File: config.mk
export PLATFORM = sky130hd
export DESIGN_NAME = serial_sub_unit
export DESIGN_NICKNAME = d
export VERILOG_FILES = /design/src/rtl/sub_pkg.sv /design/src/rtl/full_sub_bit.sv /design/src/rtl/serial_sub_unit.sv
export SDC_FILE = /design/constraint.sdc
export NUM_CORES = 1
export LEC_CHECK = 0
export CAP_MARGIN = 20
export CORE_MARGIN = 5
export CORE_UTILIZATION = 55
export CTS_BUF_LIST = sky130_fd_sc_hd__clkbuf_8
export DETAILED_ROUTE_END_ITERATION = 8
export HOLD_SLACK_MARGIN = 0.02
export PLACE_DENSITY = 0.91
export SLEW_MARGIN = 20
export SYNTH_ARGS = -nofsm -noshare
export SYNTH_HDL_FRONTEND = slang
export SYNTH_SLANG_ARGS = --single-unit
File: constraint.sdc
create_clock -name clk -period 4.45 [get_ports clk]
set_input_delay 1.1125 -clock clk [delete_from_list [all_inputs] [get_ports clk]]
set_output_delay 1.1125 -clock clk [all_outputs]
set_load 0.01 [all_outputs]
File: src/rtl/sub_pkg.sv
// Shared types, constants and gate-level helpers for the bit-serial subtractor.
package sub_pkg;

    // Default operand/result width.
    localparam int DEFAULT_WIDTH = 8;

    // Controller states: waiting for operands, shifting bits, holding the result.
    typedef enum logic [1:0] {
        IDLE = 2'd0,
        RUN  = 2'd1,
        DONE = 2'd2
    } state_e;

    // Number of bits needed to count 0 .. value-1. Never returns less than 1.
    function automatic int clog2(input int value);
        int w;
        w = 0;
        for (int i = 0; i < 31; i++) begin
            if ((32'd1 << i) < value) begin
                w = i + 1;
            end
        end
        return (w < 1) ? 1 : w;
    endfunction

    // Inhibition / not-implication primitive: x AND NOT y.
    function automatic logic not_impl(input logic x, input logic y);
        return x & ~y;
    endfunction

endpackage

File: src/rtl/full_sub_bit.sv
// Combinational 1-bit full subtractor: d = a - b - bin, bout = borrow out.
module full_sub_bit
    import sub_pkg::*;
(
    input  logic a,
    input  logic b,
    input  logic bin,
    output logic d,
    output logic bout
);

    logic a_xor_b;

    assign a_xor_b = a ^ b;
    assign d       = a_xor_b ^ bin;

    // Borrow when b exceeds a outright, or when a equals b and a borrow is
    // already pending from the lower bit.
    assign bout = not_impl(b, a) | not_impl(bin, a_xor_b);

endmodule

File: src/rtl/serial_sub_unit.sv
// Bit-serial subtractor: accepts a/b on a valid/ready handshake, computes
// a - b LSB-first one bit per clock, and presents diff plus the final borrow
// (set iff a < b unsigned) on an output valid/ready handshake.
module serial_sub_unit
    import sub_pkg::*;
#(
    parameter int WIDTH = DEFAULT_WIDTH
) (
    input  logic             clk,
    input  logic             rst_n,
    input  logic             in_valid,
    output logic             in_ready,
    input  logic [WIDTH-1:0] a,
    input  logic [WIDTH-1:0] b,
    output logic             out_valid,
    input  logic             out_ready,
    output logic [WIDTH-1:0] diff,
    output logic             borrow
);

    localparam int            CW   = clog2(WIDTH);
    localparam logic [CW-1:0] LAST = CW'(WIDTH - 1);

    state_e           state_q, state_d;
    logic [WIDTH-1:0] a_sh_q, a_sh_d;
    logic [WIDTH-1:0] b_sh_q, b_sh_d;
    logic [WIDTH-1:0] res_q, res_d;
    logic             br_q, br_d;
    logic [CW-1:0]    cnt_q, cnt_d;
    logic [WIDTH-1:0] diff_q, diff_d;
    logic             borrow_q, borrow_d;

    logic             bit_d;
    logic             bit_bout;
    logic             last_bit;

    // Single full subtractor shared by every bit position over time.
    full_sub_bit u_bit (
        .a    (a_sh_q[0]),
        .b    (b_sh_q[0]),
        .bin  (br_q),
        .d    (bit_d),
        .bout (bit_bout)
    );

    assign last_bit = (cnt_q == LAST);

    // Next-state and handshake outputs; both handshake signals depend only on state.
    always_comb begin
        // NOTE: every output of this block gets a default before the case so
        // no path leaves a signal unassigned, which would infer a latch.
        state_d   = state_q;
        in_ready  = 1'b0;
        out_valid = 1'b0;
        case (state_q)
            IDLE: begin
                in_ready = 1'b1;
                if (in_valid) begin
                    state_d = RUN;
                end
            end
            RUN: begin
                if (last_bit) begin
                    state_d = DONE;
                end
            end
            DONE: begin
                out_valid = 1'b1;
                if (out_ready) begin
                    state_d = IDLE;
                end
            end
            default: begin
                state_d = IDLE;
            end
        endcase
    end

    // Datapath next values: load operands in IDLE, shift one bit per RUN cycle,
    // and capture the published result only on the final RUN cycle.
    always_comb begin
        a_sh_d   = a_sh_q;
        b_sh_d   = b_sh_q;
        res_d    = res_q;
        br_d     = br_q;
        cnt_d    = cnt_q;
        diff_d   = diff_q;
        borrow_d = borrow_q;
        case (state_q)
            IDLE: begin
                if (in_valid) begin
                    a_sh_d = a;
                    b_sh_d = b;
                    br_d   = 1'b0;
                    cnt_d  = '0;
                end
            end
            RUN: begin
                a_sh_d = a_sh_q >> 1;
                b_sh_d = b_sh_q >> 1;
                res_d  = {bit_d, res_q[WIDTH-1:1]};
                br_d   = bit_bout;
                cnt_d  = cnt_q + CW'(1);
                if (last_bit) begin
                    diff_d   = {bit_d, res_q[WIDTH-1:1]};
                    borrow_d = bit_bout;
                end
            end
            default: begin
            end
        endcase
    end

    // Controller state register.
    always_ff @(posedge clk or negedge rst_n) begin
        if (!rst_n) begin
            state_q <= IDLE;
        end else begin
            // NOTE: state is updated with non-blocking assignments so every
            // register samples its inputs from before this edge.
            state_q <= state_d;
        end
    end

    // Datapath registers; all cleared on reset so nothing starts as X.
    always_ff @(posedge clk or negedge rst_n) begin
        if (!rst_n) begin
            a_sh_q   <= '0;
            b_sh_q   <= '0;
            res_q    <= '0;
            br_q     <= 1'b0;
            cnt_q    <= '0;
            diff_q   <= '0;
            borrow_q <= 1'b0;
        end else begin
            a_sh_q   <= a_sh_d;
            b_sh_q   <= b_sh_d;
            res_q    <= res_d;
            br_q     <= br_d;
            cnt_q    <= cnt_d;
            diff_q   <= diff_d;
            borrow_q <= borrow_d;
        end
    end

    assign diff   = diff_q;
    assign borrow = borrow_q;

endmodule

# After elaboration in Yosys (flattened, before gate mapping)
# Cells that the tools add are included.
dict set report word_totals {
  memories 0
  ram_bits 0
  mem_bits_ro 0
  wordCells 41
  out_inout_bits 11
  latch_bits 0
  reg_bits 39
}
dict set report op_classes {
  n_mux 14
  shifts 0
  n_addsub 1
  magnitude_cmp 0
  div 0
  bitwise 7
  n_eq_ne 6
  multipliers 0
  reduce_logical 5
}
# cell n
set ops {}
lappend ops {{8-bit one-hot mux with 2 select lines} 2}
lappend ops {{8-bit 2-to-1 mux} 2}
lappend ops {{2-bit 2-to-1 mux} 3}
lappend ops {{2-bit inequality test (second input constant)} 3}
lappend ops {{2-bit one-hot mux with 3 select lines} 1}
lappend ops {{3-bit one-hot mux with 2 select lines} 1}
lappend ops {{2-bit AND reduction} 2}
lappend ops {{3-bit by 1-bit adder with 3-bit output (second input constant)} 1}
lappend ops {{3-bit == test (second input constant)} 1}
lappend ops {{1-bit 2-to-1 mux} 3}
lappend ops {{3-bit 2-to-1 mux} 1}
lappend ops {{3-bit AND reduction} 1}
lappend ops {{1-bit AND} 2}
lappend ops {{2-bit by 1-bit == test with 1-bit output (second input constant)} 1}
lappend ops {{2-bit == test (second input constant)} 1}
lappend ops {{2-bit zero test} 1}
lappend ops {{1-bit NOT} 2}
lappend ops {{1-bit one-hot mux with 2 select lines} 1}
lappend ops {{2-bit nonzero test} 1}
lappend ops {{1-bit bitwise XOR} 2}
lappend ops {{1-bit bitwise OR} 1}

# Depth between registers and ports, before layout
# Gate-level depths: netlist of run 1.
dict set report logic_depth {
  ltp_word 5
  depth_mapped 6
}

# Hierarchy
# Synthesis of run 1 repeated with hierarchy kept, for this count alone.
dict set report hier_totals {
  hier_cells 152
  area_unflattened_um2 1764.2
}
# mod instances area_each_um2 cells_each seq_area_each_um2
set modules_own_cells {}
lappend modules_own_cells {serial_sub_unit 1 1732.9 148 950.9}
lappend modules_own_cells {full_sub_bit 1 31.3 4 0.0}

# Worst setup path after synthesis of run 1
# No wires, ideal clock.
dict set report synth_timing {
  kind {register to output}
  start {register state_q[1]}
  end {output out_valid}
  required_time_ns 3.338
  path_buffers 2
  stages_incl_launch_ff 5
  path_slack_ns 2.475
  arrival_time_ns 0.863
  cell_sequence {dfrtp_1 buf_6 inv_1 buf_2 nor2_1}
}
dict set report synth_via {
  elab_chain_len 2
}
# item line
set synth_rtl {}
lappend synth_rtl {{start: declaration} serial_sub_unit.sv:24} ;# state_e state_q, state_d;
lappend synth_rtl {{start signal: assignment} serial_sub_unit.sv:121} ;# state_q <= state_d;
lappend synth_rtl {{2-bit == test} serial_sub_unit.sv:55} ;# case (state_q)
lappend synth_rtl {{1-bit 2-to-1 mux} serial_sub_unit.sv:55}
lappend synth_rtl {{end: declaration} serial_sub_unit.sv:15} ;# output logic out_valid,
# No other way between the ends.

# Worst setup path in the final report of run 1
# Ends and elaborated chain as after synthesis.

==> run summary, run 1 <==
type of origin of the critical path -> register
Slew HR -> 52.0%
R2R cell count -> 2
final hold vios -> 0
Max IR drop VDD -> 0.000340 V
sequential cell area fraction in the yosys report -> 56.8%
die width -> 65.2 microns
maximum clock rate -> 334 MHz
final core utilization -> 70.5%
CTS Sinks -> 38
hold_sp -> cnt_q[0]$_DFFE_PN0P_
commonest non-fill, non-tap cell in the layout -> dfrtp_1
Total GRT Usage -> 16.9%
Slew @ Worst Pin -> 720 ps
switch share -> 30.2%
family with the most delay on the worst path -> buffers and inverters
worst hold stages -> 1
# DRC -> 0
period utilization -> 67.3%
worst min path class -> reg2reg
Post-synth top flop -> dfrtp_1
area of the multi-input gates -> 641 sq um
Net Count, Synth -> 153
DP Area -> 1960 sq um
site row count -> 20
initial detailed-routing violation count -> 53
clk buf depth -> 2
layout cell share with drive strength beyond 1 -> 18.8%
max-cap violation count -> 0
yosys warns -> 0
GRT Residual Overflow -> 0
Nets -> 182
Post-synth EDFFs -> 0
critical path type -> reg2out
Root Driver -> clkbuf_8
Final setup viols -> 0
run status -> complete, no violations
Layout Cells excl Fill -> 193
crit path max fanout -> 14
Critical Path RT -> 3340 ps
Final Critical Period -> 3000 ps
cts hold-fix bufs -> 0
Power Density -> 744 nW/um^2
RSZ-0062 raised after global routing -> no
Mapped Cells -> 130
Reg power frac -> 40.2%
Avg WL per Cell -> 16.5 microns
Clk pwr share -> 23.1%
Int Pwr -> 1.09 mW
cts repair resizes -> 0
postcts setup bufs -> 0
Comb pwr share -> 36.6%
highest-count cells in the layout ignoring fill and taps -> dfrtp_1, clkdlybuf4s50_1, o22ai_1
synthesized area -> 1680 sq um
Final TNS setup -> 0 ps
WP buf/inv -> 2
Placed Cells -> 185
Psw -> 0.472 mW
TritonCTS clock tree -> built
fill cell count -> 212
detail-routed via count per cell -> 5.98
DRT Wirelength -> 3.18 mm
DIE HEIGHT -> 65.2 microns
I/O pin total -> 31
first-pass GRT wire length -> 5.41 mm
worst path arrival time -> 1880 ps
Leak -> 0.912 nW
total power -> 1.56 mW
largest net degree at the start of global routing -> 39
Clock Pin Slew Worst Setup and Hold Paths -> 70 ps
R2R Path End -> res_q[6]$_DFFE_PN0P_
total CTS buffers -> 5
antenna violations before repair -> 0
gp weighted congestion -> 0.820
crit-path max cell delay -> 560 ps
Reg area -> 951 sq um
Initial Util -> 56.3%
ANT nets after route -> 0
via count -> 1,154
detailed-router iteration count before antenna repair -> 4
CP Capture Type -> output port
diodes inserted -> 0
Seq cells post-synth -> 38
Syn Area/Cell -> 12.9 sq um
Slowest cell on crit path -> dfrtp_1
die area -> 4250 sq um
synthesis-to-finish area growth -> 25.2%
hold path endpoint -> cnt_q[0]$_DFFE_PN0P_
IO buf count -> 30
worst skew pair latency -> 300 ps
Netlist cell types -> 28
asr flop ratio synth -> 100%
hpwl dp -> 2.15 mm
vias in the first global route -> 1,133
R2R Setup Slk -> 2730 ps
crit-path cells -> inv_1 -> nor2_1 -> clkdlybuf4s50_1
H-tree level count -> 2
final instance area -> 2100 sq um
core area -> 2980 sq um
Clock Skew -> 6.55 ps
fin. max-slew vios -> 0
r2r startpoint -> state_q[1]$_DFFE_PN0P_
-- sequential cells by signal, indices dropped and copies added (netlist names) --
signal and flops:
a_sh_q 8, b_sh_q 8, diff 8, res_q 7
cnt_q 3, state_q 2, borrow 1, br_q 1
-- synth_stat cells, types with 3 or more instances --
cell type | number | share of area (%)
o22ai_1 | 20 | 7.5
o21ai_0 | 6 | 1.8
nand2_1 | 4 | 0.90
inv_1 | 3 | 0.67
mux2_2 | 8 | 5.4
a21oi_1 | 8 | 2.4
nor2_1 | 3 | 0.67
dfrtp_1 | 38 | 57
buf_6 | 3 | 2.0
a2bb2oi_1 | 5 | 2.6
mux2_4 | 7 | 6.3
buf_2 | 4 | 1.2
-- routing by layer --
metal | GRT usage [%] | share of wire, % | vias up
li1 | - | - | 536
met1 | 21.2 | 43 | 564
met2 | 26.3 | 48 | 46
met3 | 6.84 | 7.8 | 8
met4 | 6.22 | 2.0 | 0
met5 | 0 | 0 | -
-- final cells by class --
cell class	count	share of cell area [%]
multi-input combinational	79	30.5
clock inverter	2	2.86
clock buffer	6	3.94
sequential	38	45.3
tap	33	1.97
timing repair buffer	31	14.7
inverter	4	0.716
-- through the flow --
stage / hold slack, ps / setup slack, ps
after global placement: 474 / 1900
after floorplan: 464 / 2470
after CTS: 506 / 1460
after global routing: 521 / 1330
after detailed placement: 493 / 1810
final: 506 / 1450
-- cells by family after synthesis --
family	Yosys count	synth area share, %
AO/OA/AOI/OAI	45	17.6
flip-flops	38	56.8
AND/OR/NAND/NOR	16	6.35
multiplexers	15	11.7
buffers and inverters	13	5.00
adder cells (fa/ha/maj)	3	2.69
-- power by group through the flow --
stage | Combinational (mW) | Sequential, mW | Clock (mW)
after floorplan | 0.425 | 0.615 | 0
after global placement | 0.550 | 0.622 | 0
after detailed placement | 0.576 | 0.633 | 0
after CTS | 0.577 | 0.629 | 0.367
after global routing | 0.631 | 0.650 | 0.385
final | 0.572 | 0.628 | 0.361
-- worst max-delay path by stage --
stage	startpoint	end	slack, ps	cells past startpoint
global placement	state_q[1]$_DFFE_PN0P_	out_valid	1900	3
detailed placement	state_q[1]$_DFFE_PN0P_	out_valid	1810	3
floorplan	state_q[1]$_DFFE_PN0P_	out_valid	2470	4
CTS	state_q[1]$_DFFE_PN0P_	out_valid	1460	3
finish	state_q[1]$_DFFE_PN0P_	out_valid	1450	3
global route	state_q[1]$_DFFE_PN0P_	out_valid	1330	3
Power figures use the tool's default switching activity.
==> run 2: changes to the inputs <==
--- a/config.mk
+++ b/config.mk
@@ -7,11 +7,11 @@
 export LEC_CHECK = 0
 export CAP_MARGIN = 20
 export CORE_MARGIN = 5
-export CORE_UTILIZATION = 55
+export CORE_UTILIZATION = 53
 export CTS_BUF_LIST = sky130_fd_sc_hd__clkbuf_8
 export DETAILED_ROUTE_END_ITERATION = 8
 export HOLD_SLACK_MARGIN = 0.02
-export PLACE_DENSITY = 0.91
+export PLACE_DENSITY = 0.89
 export SLEW_MARGIN = 20
 export SYNTH_ARGS = -nofsm -noshare
 export SYNTH_HDL_FRONTEND = slang
==> constraint.sdc (replaced) <==
create_clock -name clk -period 3.11 [get_ports clk]
set_input_delay 0.7775 -clock clk [delete_from_list [all_inputs] [get_ports clk]]
set_output_delay 0.7775 -clock clk [all_outputs]
set_load 0.01 [all_outputs]
==> run 2 against run 1 <==
Net effect:
- register-to-register slack got worse by 1300 ps
- critical path type unchanged
- first-iteration DRC count grew 43%
- count of clock-buffer cells in the layout did not move
- sequential power increased by 44%
- critical path depth stayed put
- power up 33%
- largest power group unchanged
- combinational power up 45%
- sequential share of layout area increased by 0.83 points
- worst setup slack worse by 950 ps
- final area fell by 1.8%
==> run summary, run 2 (synthesized netlist as in run 1, its figures left out) <==
run status -> complete, no violations
max-cap violation count -> 0 (unchanged)
Final Critical Period -> 2610 ps
WP buf/inv -> 2 (unchanged)
Critical Path RT -> 2330 ps (-1010 ps)
crit-path cells -> inv_1 -> nor2_1 -> clkdlybuf4s50_1
Final setup viols -> 0 (unchanged)
GRT Residual Overflow -> 0 (unchanged)
initial detailed-routing violation count -> 76 (+43%)
crit-path max cell delay -> 550 ps (about the same)
gp weighted congestion -> 0.822 (+0.27%)
DIE HEIGHT -> 66.2 microns (+1.6%)
Leak -> 0.893 nW (-2.1%)
site row count -> 20 (unchanged)
first-pass GRT wire length -> 5.87 mm (+8.5%)
RSZ-0062 raised after global routing -> no
Crit. path cell count -> 3 (unchanged)
family with the most delay on the worst path -> buffers and inverters
die area -> 4390 sq um (+3.2%)
worst skew pair latency -> 290 ps (about the same)
Clock Pin Slew Worst Setup and Hold Paths -> 70 ps (about the same)
Initial Util -> 54.9% (-1.4 points)
clk buf depth -> 2 (unchanged)
# DRC -> 0 (unchanged)
Nets -> 182 (unchanged)
Slowest cell on crit path -> clkdlybuf4s50_1
IO buf count -> 30 (unchanged)
largest net degree at the start of global routing -> 39 (unchanged)
Slew HR -> 50.9% (-1.1 points)
cts hold-fix bufs -> 0 (unchanged)
worst setup path start -> state_q[1]$_DFFE_PN0P_
detailed-router iteration count before antenna repair -> 4 (unchanged)
highest-count cells in the layout ignoring fill and taps -> dfrtp_1, clkdlybuf4s50_1, o22ai_1
Total GRT Usage -> 17.9% (+0.98 points)
R2R cell count -> 2 (unchanged)
cts repair resizes -> 0 (unchanged)
Power Density -> 1010 nW/um^2 (+36%)
die width -> 66.2 microns (+1.6%)
R2R Path End -> res_q[3]$_DFFE_PN0P_
Avg WL per Cell -> 16.1 microns (-2.1%)
period utilization -> 83.9%
Setup crit end -> out_valid
DP Area -> 1970 sq um (+0.70%)
CTS Sinks -> 38 (unchanged)
CP Capture Type -> output port
worst path arrival time -> 1830 ps (-50 ps)
commonest non-fill, non-tap cell in the layout -> dfrtp_1
critical path type -> reg2out
synthesis-to-finish area growth -> 23.0%
vias in the first global route -> 1,221 (+7.8%)
via count -> 1,173 (+1.6%)
DRT Wirelength -> 3.29 mm (+3.5%)
total power -> 2.08 mW (+33%)
final instance area -> 2060 sq um (-1.8%)
H-tree level count -> 2 (unchanged)
TritonCTS clock tree -> built
crit path max fanout -> 14 (unchanged)
worst min path class -> reg2reg
core area -> 3050 sq um (+2.5%)
hpwl dp -> 2.38 mm (+11%)
antenna violations before repair -> 0 (unchanged)
diodes inserted -> 0 (unchanged)
Slew @ Worst Pin -> 737 ps (+16.5 ps)
final hold vios -> 0 (unchanged)
Final TNS setup -> 0 ps (unchanged)
final hold slack -> 498 ps (-7.75 ps)
Max IR drop VDD -> 0.000423 V (+25%)
layout cell share with drive strength beyond 1 -> 18.1% (-0.63 points)
postcts setup bufs -> 0 (unchanged)
R2R Setup Slk -> 1400 ps (-1330 ps)
final core utilization -> 67.5% (-3.0 points)
fin. max-slew vios -> 0 (unchanged)
Clock Skew -> 2.37 ps (-4.17 ps)
detail-routed via count per cell -> 5.75 (-3.8%)
total CTS buffers -> 5 (unchanged)
type of origin of the critical path -> register
r2r startpoint -> state_q[1]$_DFFE_PN0P_
Root Driver -> clkbuf_8
maximum clock rate -> 383 MHz
ANT nets after route -> 0 (unchanged)
I/O pin total -> 31 (unchanged)
-- run 2: metrics by stage --
step,worst slack (ps),cells
after global routing,398,204
final,502,204
after global placement,890,196
after detailed placement,833,196
after floorplan,1470,130
after CTS,509,204
-- run 2: layout make-up --
| cell class | count | area [sq um] |
|---|---|---|
| fill | 256 | 992 |
| timing repair buffer | 31 | 308 |
| tap | 44 | 55.1 |
| inverter | 4 | 15.0 |
| clock inverter | 2 | 8.76 |
| sequential | 38 | 951 |
| multi-input combinational | 79 | 641 |
| clock buffer | 6 | 82.6 |
-- run 2: routing by layer --
layer	vias up	GRT usage (%)	wire, microns
met5	-	0	0
met4	0	8.12	76
met3	12	7.48	215
met2	45	26.3	1550
met1	576	22.9	1450
li1	540	-	-
-- run 2: how the worst min path moves through the flow --
stage                          from              endpoint  cells after the start
2_1_floorplan  cnt_q[0]$_DFFE_PN0P_  cnt_q[0]$_DFFE_PN0P_                      1
3_3_place_gp     borrow$_DFFE_PN0P_    borrow$_DFFE_PN0P_                      2
3_5_place_dp     borrow$_DFFE_PN0P_    borrow$_DFFE_PN0P_                      2
4_1_cts          borrow$_DFFE_PN0P_    borrow$_DFFE_PN0P_                      2
5_1_grt        res_q[1]$_DFFE_PN0P_   diff[0]$_DFFE_PN0P_                      1
6_report         borrow$_DFFE_PN0P_    borrow$_DFFE_PN0P_                      2
-- run 2: worst reg2reg max path, cell delays in order, from the launching register on --
cell,delay [ps]
dfrtp_1,540
nand2b_1,640
mux2_2,420
-- run 2: report_power, final --
| part | leakage (nW) | internal, mW | switching (mW) |
|---|---|---|---|
| clock | 0.0524 | 0.176 | 0.169 |
| sequential | 0.457 | 0.733 | 0.174 |
| combinational | 0.383 | 0.485 | 0.344 |
